## config.mk

```make
export PLATFORM = sky130hd
export DESIGN_NAME = usr_seq_ctrl
export DESIGN_NICKNAME = d
export VERILOG_FILES = /design/src/rtl/usr_pkg.sv /design/src/rtl/usr_core.sv /design/src/rtl/usr_seq_ctrl.sv
export SDC_FILE = /design/constraint.sdc
export NUM_CORES = 1
export LEC_CHECK = 0
export ABC_AREA = 1
export CAP_MARGIN = 40
export CORE_ASPECT_RATIO = 0.75
export CORE_UTILIZATION = 50
export CTS_BUF_LIST = sky130_fd_sc_hd__clkbuf_2
export DETAILED_ROUTE_END_ITERATION = 6
export HOLD_SLACK_MARGIN = 0.03
export PLACE_DENSITY = 0.86
export SYNTH_ARGS = -nofsm -noshare
export SYNTH_HDL_FRONTEND = slang
export SYNTH_HIERARCHICAL = 1
export SYNTH_SLANG_ARGS = --single-unit
export TNS_END_PERCENT = 10
```

## constraint.sdc

```tcl
create_clock -name clk -period 1.32 [get_ports clk]
set_input_delay 0.264 -clock clk [delete_from_list [all_inputs] [get_ports clk]]
set_output_delay 0.264 -clock clk [all_outputs]
set_load 0.01 [all_outputs]
```

## src/rtl/usr_pkg.sv

```systemverilog
`default_nettype none
// ============================================================================
// Module      : usr_pkg
// Description : Shared op encodings and FSM state type for the USR sequencer.
// Revision    : 1.0 - initial release
// ============================================================================
package usr_pkg;

    localparam logic [1:0] OP_HOLD  = 2'b00;
    localparam logic [1:0] OP_LEFT  = 2'b01;
    localparam logic [1:0] OP_RIGHT = 2'b10;
    localparam logic [1:0] OP_LOAD  = 2'b11;

    typedef enum logic [1:0] {
        ST_IDLE  = 2'b00,
        ST_LOAD  = 2'b01,
        ST_SHIFT = 2'b10,
        ST_DONE  = 2'b11
    } state_e;

endpackage
`default_nettype wire

```

## src/rtl/usr_core.sv

```systemverilog
`default_nettype none
// ============================================================================
// Module      : usr_core
// Description : WIDTH-bit universal shift register driven by a 2-bit op code.
// Revision    : 1.0 - initial release
// ============================================================================
module usr_core #(
    parameter int WIDTH = 3
) (
    input  logic             clk,
    input  logic             rst,
    input  logic [1:0]       op_i,
    input  logic             ser_i,
    input  logic [WIDTH-1:0] par_i,
    output logic [WIDTH-1:0] q_o
);
    import usr_pkg::*;

    logic [WIDTH-1:0] shreg_q;

    always_ff @(posedge clk or posedge rst) begin
        if (rst) begin
            shreg_q <= '0;
        end else begin
            case (op_i)
                OP_LOAD:  shreg_q <= par_i;
                OP_LEFT:  shreg_q <= {shreg_q[WIDTH-2:0], ser_i};
                OP_RIGHT: shreg_q <= {ser_i, shreg_q[WIDTH-1:1]};
                default:  shreg_q <= shreg_q;
            endcase
        end
    end

    assign q_o = shreg_q;

endmodule
`default_nettype wire

```

## src/rtl/usr_seq_ctrl.sv

```systemverilog
`default_nettype none
// ============================================================================
// Module      : usr_seq_ctrl
// Description : Sequencer running one TX or RX serial transfer through usr_core.
// Revision    : 1.0 - initial release
// ============================================================================
module usr_seq_ctrl #(
    parameter int WIDTH = 3
) (
    input  logic             clk,
    input  logic             rst,
    input  logic             start,
    input  logic             mode,
    input  logic             dir,
    input  logic [WIDTH-1:0] par_in,
    input  logic             ser_in,
    output logic             busy,
    output logic             done,
    output logic [WIDTH-1:0] par_out,
    output logic             ser_out,
    output logic             ser_valid,
    output logic [1:0]       op
);
    import usr_pkg::*;

    localparam int               CNT_W    = $clog2(WIDTH);
    localparam logic [CNT_W-1:0] CNT_LAST = CNT_W'(WIDTH - 1);

    state_e           state_q;
    logic             mode_q;
    logic             dir_q;
    logic [CNT_W-1:0] cnt_q;
    logic [WIDTH-1:0] par_q;
    logic             busy_q;
    logic             done_q;
    logic [WIDTH-1:0] par_out_q;
    logic             ser_out_q;
    logic             ser_valid_q;
    logic [1:0]       op_q;

    logic [WIDTH-1:0] w_shreg;
    logic [WIDTH-1:0] w_rx_next;
    logic             w_core_ser;

    // Only RX feeds serial data into the register; TX backfills zeros.
    assign w_core_ser = mode_q & ser_in;
    assign w_rx_next  = dir_q ? {ser_in, w_shreg[WIDTH-1:1]}
                              : {w_shreg[WIDTH-2:0], ser_in};

    usr_core #(
        .WIDTH (WIDTH)
    ) u_core (
        .clk   (clk),
        .rst   (rst),
        .op_i  (op_q),
        .ser_i (w_core_ser),
        .par_i (par_q),
        .q_o   (w_shreg)
    );

    always_ff @(posedge clk or posedge rst) begin
        if (rst) begin
            state_q     <= ST_IDLE;
            mode_q      <= 1'b0;
            dir_q       <= 1'b0;
            cnt_q       <= '0;
            par_q       <= '0;
            busy_q      <= 1'b0;
            done_q      <= 1'b0;
            par_out_q   <= '0;
            ser_out_q   <= 1'b0;
            ser_valid_q <= 1'b0;
            op_q        <= OP_HOLD;
        end else begin
            case (state_q)
                ST_IDLE: begin
                    done_q <= 1'b0;
                    if (start) begin
                        mode_q <= mode;
                        dir_q  <= dir;
                        par_q  <= par_in;
                        cnt_q  <= '0;
                        busy_q <= 1'b1;
                        if (mode) begin
                            state_q <= ST_SHIFT;
                            op_q    <= dir ? OP_RIGHT : OP_LEFT;
                        end else begin
                            state_q <= ST_LOAD;
                            op_q    <= OP_LOAD;
                        end
                    end else begin
                        op_q <= OP_HOLD;
                    end
                end
                ST_LOAD: begin
                    // First TX bit comes straight from the word being loaded.
                    state_q     <= ST_SHIFT;
                    op_q        <= dir_q ? OP_RIGHT : OP_LEFT;
                    ser_valid_q <= 1'b1;
                    ser_out_q   <= dir_q ? par_q[0] : par_q[WIDTH-1];
                end
                ST_SHIFT: begin
                    if (cnt_q == CNT_LAST) begin
                        state_q     <= ST_DONE;
                        cnt_q       <= '0;
                        op_q        <= OP_HOLD;
                        done_q      <= 1'b1;
                        ser_valid_q <= 1'b0;
                        ser_out_q   <= 1'b0;
                        if (mode_q) begin
                            par_out_q <= w_rx_next;
                        end
                    end else begin
                        cnt_q     <= cnt_q + 1'b1;
                        ser_out_q <= ~mode_q & (dir_q ? w_shreg[1] : w_shreg[WIDTH-2]);
                    end
                end
                default: begin
                    state_q <= ST_IDLE;
                    done_q  <= 1'b0;
                    busy_q  <= 1'b0;
                    op_q    <= OP_HOLD;
                end
            endcase
        end
    end

    assign busy      = busy_q;
    assign done      = done_q;
    assign par_out   = par_out_q;
    assign ser_out   = ser_out_q;
    assign ser_valid = ser_valid_q;
    assign op        = op_q;

endmodule
`default_nettype wire

```

==> impl_results.md <==
- Status: finished, violations left
- Failing checks: negative setup slack
- VDD IR max: 1.39 mV
- Total gr overflow: 0
- Die area: 2590 µm²
- Cells after Synth: 157
- Die Width: 58.5 µm
- Synth cell types: 17
- Setup crit end kind: flip-flop
- Core footprint: 2120 µm²
- Non-filler instance count after layout: 226
- Initial Utilization: 56.4%
- GRT Total Usage: 22.6%
- Final Critical Period: 1.33 ns
- CP max FO: 6
- Global-route wire length before repair: 4350 µm
- Initial DRT Pass Iterations: 4
- Cell area after synthesis: 1190 µm²
- Clk_lat worst skew: 0.33 ns
- Top-area cell type share of the netlist area: 44.0%
- R2r setup slk: -0.009 ns
- CP required: 1.56 ns
- I/O pin count: 18
- Measured slew at the worst slew-check pin: 0.240 ns
- Routed Antenna Nets: 0
- Final HPWL DP: 2010 µm
- H-tree levels: 1
- Max-slew violations: 0
- Setup CP Type: reg -> reg
- Fraction of layout cells with a size suffix above 1: 21.1%
- Fillers: 170
- Sw Share: 45.1%
- Largest net degree at the start of global routing: 19
- Clock Pin Slew Worst Setup and Hold Paths: 0.21 ns
- Dominant cell type by area after synthesis: dfrtp_1
- Setup Skew: 0.00766 ns
- Via-per-instance ratio: 5.09
- Design internal power: 1950 µW
- Mean post-synth cell area: 7.61 µm²
- Setup tns final: -0.00882 ns
- Ant. Diodes: 0
- GPL Wtd Cong: 0.940
- Max-slew headroom: 83.9%
- Sinks on Clock Net: 21
- PnR Total Power: 3560 µW
- # DRC: 0
- Clock share of power: 7.8%
- Tcrit/Tclk final: 101%
- Setup ws final: -0.00882 ns
- P_leak: 0.000805 µW
- Final WL: 2790 µm
- Port Buffer Count: 17
- Total number of vias: 1150
- Switching pwr: 1610 µW
- Final Hold Vio Count: 0
- Syn_nets: 175
- Max Cap Violations: 0
- Startpoint Class: flip-flop
- Synth warn: 6
- Fmax: 0.753 GHz
- Total CTS buffers: 3
- Final setup fails: 1
- Initial drt markers: 43
- Comb pwr share: 60.8%
- Nets: 213
- Util after Layout: 74.9%
- Inst Count DP: 214
- TritonCTS clock tree: built
- Die height: 44.3 µm
- Most frequent cells in the layout: nand2_1 (53), dfrtp_1 (21), buf_4 (17)
- Wire length per cell: 12.4 µm
- Antenna violations before repair: 0
- Pwr per Cell Area: 2240 nW/µm²
- CTS Root Cell: clkbuf_2
- Area grow syn2layout: 32.9%
- Class of the worst hold path: in -> async
- Commonest non-fill, non-tap cell in the layout: nand2_1
- Std cell rows: 14
- Final hold slack: 0.0908 ns
- CTS Buffer Depth: 2
- Critical path arrival: 1.57 ns
- Sequential power share: 31.4%
- Synthesis-stage register bit count: 21
- Vias in the first global route: 1026
- Synth area leaders: dfrtp_1 (44%), nand2_1 (17%), ha_1 (9.4%)
- Seq/Total Area, Yosys: 44.0%
- RSZ-0062 raised after global routing: true
[logic make-up (layout without fill, tap and decap cells)]
logic type                 count (synthesis)  in the layout  synth area share, %
buffers and inverters                     21             58                 6.91
and+or+nand+nor                           85             85                 29.7
AOI/OAI and AO/OA                         20             20                 8.69
adders and majority gates                  9              9                 9.42
DFF                                       21             21                 44.0
muxes                                      1              1                 1.26
[synth_stat cells]
cell / number
or2_2: 1
a21oi_2: 1
buf_4: 1
nand2_4: 1
nand3_2: 1
nand2_1: 53
o21ai_1: 1
inv_2: 2
dfrtp_1: 21
o21ai_0: 13
nor2_1: 18
ha_1: 9
inv_1: 18
nor2_4: 1
nand3_1: 10
a21oi_1: 5
mux2_4: 1
[path summary, 6_finish.rpt]
| path | start | endpoint | cells after the start |
|---|---|---|---|
| min reg2reg | ser_valid | ser_valid | 2 |
| max | state_q[1] | done | 6 |
| min in group clk | par_in[2] | par_q[2] | 3 |
| max in group asynchronous | rst | ser_out | 3 |
| min | rst | u_core/q_o[0] | 2 |
| max reg2reg | state_q[1] | done | 6 |
[state kept, by name, indices dropped and copies added, names as in the netlist, 2 cells and up]
register / count
op: 2
par_out: 3
par_q: 3
cnt_q: 2
u_core/q_o: 3
state_q: 2
[metrics by stage]
stage	setup WS [ns]	cell area, µm²
3_5_place_dp	-0.0531	1470
2_1_floorplan	0.0476	1190
4_1_cts	-0.00916	1510
5_1_grt	-0.0687	1590
3_3_place_gp	-0.0378	1470
6_report	-0.00882	1590
[worst max-delay path: stages (launching register included)]
cell and delay [ns]:
dfrtp_1 0.46, buf_4 0.15, ha_4 0.18, nand2_1 0.10
inv_2 0.07, o21ai_0 0.19, nand2_1 0.07
[power by group through the flow]
stage,logic (µW),clock network (µW),registers [µW]
after floorplan,1180,0,1130
after global placement,1750,0,1110
after detailed placement,1840,0,1130
after CTS,1870,284,1100
after global routing,2390,311,1140
final,2160,277,1120
[cell type report]
type / instances / area [µm²] / share of cell area (%)
Clock buffer: 3 / 15.0 / 0.946
Tap cell: 32 / 40.0 / 2.52
Sequential cell: 21 / 526 / 33.1
Clock inverter: 1 / 5.00 / 0.315
Timing Repair Buffer: 34 / 293 / 18.4
Inverter: 20 / 75.1 / 4.73
Multi-Input combinational cell: 115 / 634 / 40.0
[routing by layer]
layer,wire length [µm],global-route usage (%)
met2,1280,37.5
met3,164,6.43
met1,1330,30.3
met4,19,4.29
met5,0,0
[timing repair]
item                       4_1_cts  5_1_grt
hold buffers                     0        0
setup endpoints to repair       16       24
buffers inserted                 4        4
pin swaps                        0        1
gates resized for setup         11       25
(Power assumes the default switching activity.)
